`src/rtl/alu_pkg.sv`:
```
// Shared definitions for the pipelined ALU: opcode encodings
// and the pipeline depth limit.
package alu_pkg;

    typedef enum logic [2:0] {
        OP_ADD  = 3'b000,
        OP_SUB  = 3'b001,
        OP_AND  = 3'b010,
        OP_OR   = 3'b011,
        OP_XOR  = 3'b100,
        OP_SLL  = 3'b101,
        OP_SRL  = 3'b110,
        OP_SLTU = 3'b111
    } op_e;

    localparam int STAGES_MAX = 4;

endpackage

```
`src/rtl/alu_pipe_slice.sv`:
```
// One pipeline slice: a valid bit plus the packed {Y,C,Z,V} result,
// loaded whenever the enclosing pipeline grants it a load.
module alu_pipe_slice
    import alu_pkg::*;
#(
    parameter int WIDTH = 8
) (
    input  logic             clk,
    input  logic             rst,
    input  logic             ld_i,
    input  logic             vld_i,
    input  logic [WIDTH+2:0] dat_i,
    output logic             vld_o,
    output logic [WIDTH+2:0] dat_o
);

    logic             vld_q, vld_d;
    logic [WIDTH+2:0] dat_q, dat_d;

    // Data only moves with a real result so an empty slice keeps
    // its last value instead of tracking idle operands.
    always_comb begin
        vld_d = vld_q;
        dat_d = dat_q;
        if (ld_i) begin
            vld_d = vld_i;
            if (vld_i) begin
                dat_d = dat_i;
            end
        end
    end

    always_ff @(posedge clk) begin
        if (rst) begin
            vld_q <= 1'b0;
            dat_q <= '0;
        end else begin
            vld_q <= vld_d;
            dat_q <= dat_d;
        end
    end

    assign vld_o = vld_q;
    assign dat_o = dat_q;

endmodule

```
`src/rtl/alu_pipe.sv`:
```
// Pipelined ALU with valid/ready on both sides; the result is
// computed at capture and carried through STAGES slices.
module alu_pipe
    import alu_pkg::*;
#(
    parameter int WIDTH  = 8,
    parameter int STAGES = 2
) (
    input  logic             clk,
    input  logic             rst,
    input  logic             in_valid,
    output logic             in_ready,
    input  logic [WIDTH-1:0] A,
    input  logic [WIDTH-1:0] B,
    input  logic [2:0]       OP,
    output logic             out_valid,
    input  logic             out_ready,
    output logic [WIDTH-1:0] Y,
    output logic             C,
    output logic             Z,
    output logic             V
);

    localparam int DW  = WIDTH + 3;
    localparam int SHW = $clog2(WIDTH);

    logic [WIDTH:0]   sum;
    logic [WIDTH:0]   dif;
    logic [SHW-1:0]   sh;
    logic [WIDTH-1:0] y;
    logic             c;
    logic             v;
    logic [DW-1:0]    alu_res;

    always_comb begin
        sum = {1'b0, A} + {1'b0, B};
        dif = {1'b0, A} - {1'b0, B};
        sh  = B[SHW-1:0];
        y   = '0;
        c   = 1'b0;
        v   = 1'b0;
        unique case (op_e'(OP))
            OP_ADD: begin
                y = sum[WIDTH-1:0];
                c = sum[WIDTH];
                v = (A[WIDTH-1] == B[WIDTH-1]) &&
                    (y[WIDTH-1] != A[WIDTH-1]);
            end
            OP_SUB: begin
                y = dif[WIDTH-1:0];
                c = dif[WIDTH];
                v = (A[WIDTH-1] != B[WIDTH-1]) &&
                    (y[WIDTH-1] != A[WIDTH-1]);
            end
            OP_AND:  y = A & B;
            OP_OR:   y = A | B;
            OP_XOR:  y = A ^ B;
            OP_SLL:  y = A << sh;
            OP_SRL:  y = A >> sh;
            OP_SLTU: y = {{(WIDTH-1){1'b0}}, dif[WIDTH]};
            default: y = '0;
        endcase
        alu_res = {y, c, (y == '0), v};
    end

    logic          vq [STAGES];
    logic [DW-1:0] dq [STAGES];
    logic          ld [STAGES];
    logic          acc;

    // Slice k may load if any slice from k to the output is empty
    // or the sink pops; built from registered valids only.
    always_comb begin
        acc = out_ready;
        for (int k = 0; k < STAGES; k++) begin
            ld[k] = 1'b0;
        end
        for (int k = STAGES - 1; k >= 0; k--) begin
            acc   = acc | ~vq[k];
            ld[k] = acc & ~rst;
        end
    end

    for (genvar k = 0; k < STAGES; k++) begin : g_sl
        logic          vi;
        logic [DW-1:0] di;
        if (k == 0) begin : g_head
            assign vi = in_valid;
            assign di = alu_res;
        end else begin : g_body
            assign vi = vq[k-1];
            assign di = dq[k-1];
        end
        alu_pipe_slice #(
            .WIDTH (WIDTH)
        ) u_slice (
            .clk   (clk),
            .rst   (rst),
            .ld_i  (ld[k]),
            .vld_i (vi),
            .dat_i (di),
            .vld_o (vq[k]),
            .dat_o (dq[k])
        );
    end

    assign in_ready     = ld[0];
    assign out_valid    = vq[STAGES-1];
    assign {Y, C, Z, V} = dq[STAGES-1];

endmodule

```
`config.mk`:
```
export PLATFORM = sky130hd
export DESIGN_NAME = alu_pipe
export DESIGN_NICKNAME = d
export VERILOG_FILES = /design/src/rtl/alu_pkg.sv /design/src/rtl/alu_pipe_slice.sv /design/src/rtl/alu_pipe.sv
export SDC_FILE = /design/constraint.sdc
export NUM_CORES = 1
export LEC_CHECK = 0
export ABC_AREA = 1
export CAP_MARGIN = 0
export CORE_MARGIN = 1.5
export CORE_UTILIZATION = 30
export DETAILED_ROUTE_END_ITERATION = 12
export GPL_TIMING_DRIVEN = 0
export PLACE_DENSITY = 0.56
export SLEW_MARGIN = 20
export SYNTH_ARGS = -nofsm -noshare
export SYNTH_HDL_FRONTEND = slang
export SYNTH_SLANG_ARGS = --single-unit
```
`constraint.sdc`:
```
create_clock -name clk -period 4.1 [get_ports clk]
set_input_delay 0.615 -clock clk [delete_from_list [all_inputs] [get_ports clk]]
set_output_delay 0.615 -clock clk [all_outputs]
set_load 0.01 [all_outputs]
```
==> results of run 1 <==
through the flow:
| stage | util | total power, uW |
|---|---|---|
| 2_1_floorplan | - | 460.5 |
| 3_3_place_gp | 0.3642 | 561.2 |
| 3_5_place_dp | 0.3642 | 562.6 |
| 4_1_cts | 0.3704 | 721.7 |
| 5_1_grt | 0.3704 | 771.4 |
| 6_report | 0.3704 | 720.0 |
flip-flops by register name, summed over array words and instances, names as in the netlist:
name	count
g_sl.u_slice.vld_o	2
g_sl.u_slice.dat_o	22
path summary, 6_finish.rpt:
kind	start	endpoint	slack, ps	cells past startpoint
max	B[2]	g_sl[0].u_slice.dat_o[1]$_SDFFE_PP0P_	1180	15
min	g_sl[1].u_slice.dat_o[7]$_SDFFE_PP0P_	g_sl[1].u_slice.dat_o[7]$_SDFFE_PP0P_	450	2
max reg2reg	g_sl[0].u_slice.vld_o$_SDFFE_PP0P_	g_sl[0].u_slice.dat_o[8]$_SDFFE_PP0P_	2430	8
min reg2reg	g_sl[1].u_slice.dat_o[7]$_SDFFE_PP0P_	g_sl[1].u_slice.dat_o[7]$_SDFFE_PP0P_	450	2
worst register-to-register path: cells and delay by family, from the launching register on:
| kind | cells | cell delay [ps] |
|---|---|---|
| flip-flops | 1 | 300 |
| AO/OA/AOI/OAI | 1 | 90 |
| buffers and inverters | 3 | 560 |
| AND/OR/NAND/NOR | 4 | 590 |
routing by layer:
metal,wire length (um),vias up,part of all wire
li1,-,1575,-
met1,4278,1417,0.50
met2,3795,79,0.45
met3,342,11,0.040
met4,96,0,0.011
met5,0,-,0
final cells by class:
type | count | area (um^2)
Buffer | 17 | 126.4
Clock buffer | 4 | 55.05
Fill cell | 993 | 5544
Inverter | 66 | 255.2
Multi-Input combinational cell | 361 | 1889
Sequential cell | 24 | 480.5
Tap cell | 108 | 135.1
Timing Repair Buffer | 32 | 320.3
cell families after synthesis:
group,share of synthesized area
xor+xnor,0.003184
simple gates,0.4593
compound gates,0.09595
buf+inv,0.1387
flops,0.1746
fa+ha+maj,0.1282
report_power, final:
group          switching (uW)  internal (uW)  total (uW)
Combinational             191            114         305
Clock                    72.1           85.7         158
Sequential               8.21            249         257
cells in the final DEF (no fill, tap or decap):
cell type,instances
sky130_fd_sc_hd__fa_1,2
sky130_fd_sc_hd__a21oi_2,1
sky130_fd_sc_hd__nand2_1,119
sky130_fd_sc_hd__o21a_1,2
sky130_fd_sc_hd__buf_4,3
sky130_fd_sc_hd__buf_6,6
sky130_fd_sc_hd__nor2_2,9
sky130_fd_sc_hd__inv_1,58
sky130_fd_sc_hd__nand4_1,8
sky130_fd_sc_hd__o21ai_1,1
sky130_fd_sc_hd__nand3_1,86
sky130_fd_sc_hd__o211ai_1,1
sky130_fd_sc_hd__nor2_4,1
sky130_fd_sc_hd__clkbuf_8,4
sky130_fd_sc_hd__nand3_4,1
sky130_fd_sc_hd__xor2_1,1
sky130_fd_sc_hd__or2_1,1
sky130_fd_sc_hd__clkbuf_1,3
sky130_fd_sc_hd__nand3b_1,1
sky130_fd_sc_hd__buf_2,5
sky130_fd_sc_hd__inv_4,3
sky130_fd_sc_hd__ha_1,25
sky130_fd_sc_hd__a211oi_1,1
sky130_fd_sc_hd__nand3_2,2
sky130_fd_sc_hd__nor3_1,7
sky130_fd_sc_hd__nand2_2,1
sky130_fd_sc_hd__clkdlybuf4s50_1,32
sky130_fd_sc_hd__o21ai_0,16
sky130_fd_sc_hd__inv_2,5
sky130_fd_sc_hd__a21oi_1,28
sky130_fd_sc_hd__dfxtp_1,24
sky130_fd_sc_hd__nor2_1,47
==> impl_metrics.yaml, run 1 <==
place:
  placedCellCount: 608
  routabilityCongestion: 0.9561
  post_dp_cell_area_um2: 3207
  place_ws_ps: 948.8
  place.port_buffers: 32
  dp_hpwl_mm: 6.905
layout:
  insertedDiodeCount: 0
  layout.nets: 555
  final_layout_size_suffix_gt1_frac: 0.08135
  layout.cells.non_filler: 612
  stdcell_area_um2: 3262
  area_growth_syn_to_fin_pct: 18.55
drt:
  drt-wirelength-per-cell_um: 13.91
  via_count: 3082
  drtAntennaViolNets: 0
  routed_wirelength_mm: 8.513
  remaining_drc_errors: 4
  drc_marker_count_from_the_first_detailed_route_iteration: 167
  drt_first_pass_iters: 11
  drt-vias-per-instance: 5.036
pwr:
  power.static_leakage_uw: 0.001601
  power.ir.vdd_worst_v: 0.0001217
  power_density_nw_per_um2: 220.7
flow_run:
  maxCapViolCount: 0
yosys:
  ys_warn_count: 0
  syn_nets: 518
  yosys_most_used_dff: "sky130_fd_sc_hd__dfxtp_1"
  yosys.area.top_type_share: 0.1746
  synth.cell_area_um2: 2751
  postSynthAreaPerCell_um2: 5.879
  synthTopCellsByArea: "sky130_fd_sc_hd__dfxtp_1, sky130_fd_sc_hd__nand2_1, sky130_fd_sc_hd__nand3_1"
  synth-edff-count: 0
  postSynthRegisterBits: 24
  synth_common_cells: "sky130_fd_sc_hd__nand2_1, sky130_fd_sc_hd__nand3_1, sky130_fd_sc_hd__inv_1"
  postSynthCellCount: 468
  post-synth-top-count-cell: "sky130_fd_sc_hd__nand2_1"
  synth_sequential_area_ratio: 0.1746
  netlist-cell-type-count: 30
  postSynth.asyncResetShare: 0
  synth_top_cell_by_area: "sky130_fd_sc_hd__dfxtp_1"
grt:
  global_route.overflow_total: 0
  grt_pass1_wl_mm: 14.01
  met2_usage_grt: 0.2812
  globalRoute.busiestLayer: "met2"
  groute.layer.met3.usage: 0.01915
  first_global_vias: 2848
  gr-usage-met1: 0.2565
  pin_count_of_the_biggest_net_entering_global_routing: 14
  grt_usage: 0.1750
  grt_antenna_before_repair: 0
floorplan:
  die_area_um2: 9755
  io_pins: 36
  placement_rows: 34
  core_region_area_um2: 8806
  die_width_um: 98.77
  starting_density_of_the_core: 0.3124
  die_height_um: 98.77
clocking:
  clock_insertion_delay_worst_skew_ps: 260
  cts-buffers-inserted: 3
  cts_htree_levels: 1
  cts_root_buffer: "sky130_fd_sc_hd__clkbuf_8"
  cts.sink_count: 24
  cts_resized: 0
  clkSlewWorstSetupHoldPaths_ps: 80
  cts-root-to-sink-buffers: 2
  holdBufCountCts: 0
  tritoncts: "done"
  post_cts_repair_setup_buffers: 0
timing:
  setup_viol_count_final: 0
  finalCritPeriodShare: 0.7116
  fmax_ghz: 0.3428
  finalHoldWorstSlack_ps: 445.1
  clock_tree_skew_after_final_layout_ps: 0.6952
  final_max_slew_viol_count: 0
  grt_setup_unrepaired: "false"
  finalCriticalPeriod_ps: 2917
  timing.setup.tns_ps: 0
  worst_slew_pin_slew_ps: 383.2
  slew_headroom: 0.7445
  layout_setup_ws_ps: 1183
  finalHoldViolations: 0
worst_hold_path:
  min_path_type: "register to register"
worst_setup_path:
  worst-endpoint-required_ps: 4310
  worstSetupStartpointType: "input pin"
  cp_common_cell: "sky130_fd_sc_hd__nand2_1"
  critical-path-top-delay-family: "buffers and inverters"
  worst_path_max_delay_cell: "sky130_fd_sc_hd__clkdlybuf4s50_1"
  worstPathCellList: "clkdlybuf4s50_1, inv_1, ha_1, buf_2, inv_1, nand3_1, nand2_1, nand3_1, nand3_1, nand2_1, nor2_2, nand2_1, nor2_1, nand2_1, a21oi_2"
  crit_fanout: 10
  critical_path.n_buffers_inverters: 4
  critical_path_class: "input pin to register"
  critical-path-max-stage-delay_ps: 610
  worst_setup_path_end_kind: "register"
  critPathArrivalTime_ps: 3120
outcome:
  violated_checks: "design-rule violations"
  run_status: "complete, but fails checks"
Power figures use the tool's default switching activity.
==> run 2: changes to the inputs <==
- PLACE_DENSITY: 0.56 -> 0.57
- clock period: 4.1 -> 2.6 ns (I/O delays scaled with it)
==> run 2 against run 1 <==
Against the previous run: the run now ends clean; register-to-register slack worse by 1500 ps; highest routed layer unchanged; first-iteration DRC count is 2.4% higher; worst hold slack worse by 110 ps; flip-flop and latch count stayed put; non-clock buffer count stayed put; largest power group unchanged; global-route usage is 0.78 points lower.
==> impl_metrics.yaml, run 2 (synthesis gave the netlist of run 1 again) <==
layout:
  max_reg_flops: 22
  area_growth_syn_to_fin_pct: 19.87
  insertedDiodeCount: 0
  layout.cells.most_common_list: "sky130_fd_sc_hd__nand2_1, sky130_fd_sc_hd__nand3_1, sky130_fd_sc_hd__inv_1, sky130_fd_sc_hd__nor2_1, sky130_fd_sc_hd__a21oi_1"
  utilization: 0.3745
  stdcell_area_um2: 3298
  final_layout_size_suffix_gt1_frac: 0.08333
  layout.nets: 555
  layout_commonest_cell: "sky130_fd_sc_hd__nand2_1"
  layout.cells.non_filler: 612
drt:
  routed_wirelength_mm: 8.087
  drc_marker_count_from_the_first_detailed_route_iteration: 171
  drt-wirelength-per-cell_um: 13.21
  drt-vias-per-instance: 5.005
  via_count: 3063
  drt_first_pass_iters: 7
  remaining_drc_errors: 0
  drtAntennaViolNets: 0
pwr:
  power.ir.vdd_worst_v: 0.0002065
  power_density_nw_per_um2: 362.2
  power.static_leakage_uw: 0.001680
  report.power.total_uw: 1194
timing:
  worst_slew_pin_slew_ps: 375.3
  finalHoldWorstSlack_ps: 331.7
  clock_tree_skew_after_final_layout_ps: 6.269
  finalCriticalPeriod_ps: 2398
  setup_viol_count_final: 0
  final_max_slew_viol_count: 0
  grt_setup_unrepaired: "false"
  finalCritPeriodShare: 0.9224
  slew_headroom: 0.7498
  fmax_ghz: 0.4170
  finalHoldViolations: 0
place:
  post_dp_cell_area_um2: 3207
  routabilityCongestion: 0.9016
  place.port_buffers: 32
  dp_hpwl_mm: 6.683
  placedCellCount: 608
outcome:
  run_status: "finished clean"
clocking:
  cts_htree_levels: 1
  tritoncts: "done"
  cts.sink_count: 24
  cts-buffers-inserted: 3
  cts_resized: 0
  post_cts_repair_setup_buffers: 0
  cts_root_buffer: "sky130_fd_sc_hd__clkbuf_8"
  holdBufCountCts: 0
  clock_insertion_delay_worst_skew_ps: 260
  cts-root-to-sink-buffers: 2
  clkSlewWorstSetupHoldPaths_ps: 80
grt:
  grt_antenna_before_repair: 0
  first_global_vias: 2847
  grt_pass1_wl_mm: 13.38
  global_route.overflow_total: 0
  grt_usage: 0.1672
  pin_count_of_the_biggest_net_entering_global_routing: 15
floorplan:
  starting_density_of_the_core: 0.3124
  io_pins: 36
  die_area_um2: 9755
  die_width_um: 98.77
  placement_rows: 34
  die_height_um: 98.77
  core_region_area_um2: 8806
worst_setup_path:
  worst_setup_path_end_kind: "register"
  critical_path_class: "input pin to register"
  worstSetupStartpointType: "input pin"
  worst-endpoint-required_ps: 2800
  crit_fanout: 3
  worst_r2r_path_depth: 8
  critPathArrivalTime_ps: 2600
worst_hold_path:
  min_path_type: "input pin to register"
  cell_depth_of_the_worst_hold_path: 2
flow_run:
  maxCapViolCount: 0
==> run 2: worst paths after layout <==
check / from / end / slack, ps
hold / removal: rst / g_sl[0].u_slice.dat_o[1]$_SDFFE_PP0P_ / 330
setup / recovery: B[0] / g_sl[0].u_slice.dat_o[1]$_SDFFE_PP0P_ / 200
setup reg to reg: g_sl[0].u_slice.vld_o$_SDFFE_PP0P_ / g_sl[0].u_slice.dat_o[8]$_SDFFE_PP0P_ / 960
hold reg to reg: g_sl[1].u_slice.dat_o[6]$_SDFFE_PP0P_ / g_sl[1].u_slice.dat_o[6]$_SDFFE_PP0P_ / 440
==> run 2: per-stage QoR <==
| stage | worst slack (ps) | setup TNS [ps] |
|---|---|---|
| CTS | 5.152 | 0 |
| finish | 201.7 | 0 |
| global route | 9.437 | 0 |
| detailed placement | -255.4 | -694.6 |
| global placement | -262.2 | -707.5 |
| floorplan | 624.3 | 0 |
==> run 2: cell type report <==
type | count | area (um^2)
fillers | 992 | 5508
multi-input cells | 361 | 1889
flip-flops and latches | 24 | 480.5
repair buffers | 32 | 340.3
inverters | 66 | 255.2
well taps | 108 | 135.1
plain buffers | 17 | 126.4
clock buffers | 3 | 41.29
clock inverters | 1 | 30.03
==> run 2: power breakdown <==
group / switching, uW / leakage (uW) / internal (uW) / total, uW
clock: 112 / 0.0000357 / 206 / 317
combinational: 295 / 0.00145 / 177 / 472
sequential: 12.3 / 0.000197 / 393 / 405
total: 419 / 0.00168 / 776 / 1190
==> run 2: layer usage <==
metal,share of wire,track usage,routed length (um)
met1,0.47,0.2228,3793
met4,0.012,0.03407,98
met3,0.041,0.01277,329
met2,0.48,0.2960,3865
met5,0,0,0
==> run 2: worst max-delay path, cell delays in order <==
cell                              delay (ps)
sky130_fd_sc_hd__clkdlybuf4s50_1         530
sky130_fd_sc_hd__ha_1                    230
sky130_fd_sc_hd__inv_1                    90
sky130_fd_sc_hd__fa_1                    390
sky130_fd_sc_hd__inv_1                   120
sky130_fd_sc_hd__nand3_1                  80
sky130_fd_sc_hd__o211ai_1                120
sky130_fd_sc_hd__xor2_1                  160
sky130_fd_sc_hd__nand2_1                  80
sky130_fd_sc_hd__nand2_1                  70
sky130_fd_sc_hd__nand3_1                  70
sky130_fd_sc_hd__nor2_1                  100
sky130_fd_sc_hd__nand2_1                  60
sky130_fd_sc_hd__a21oi_2                 100
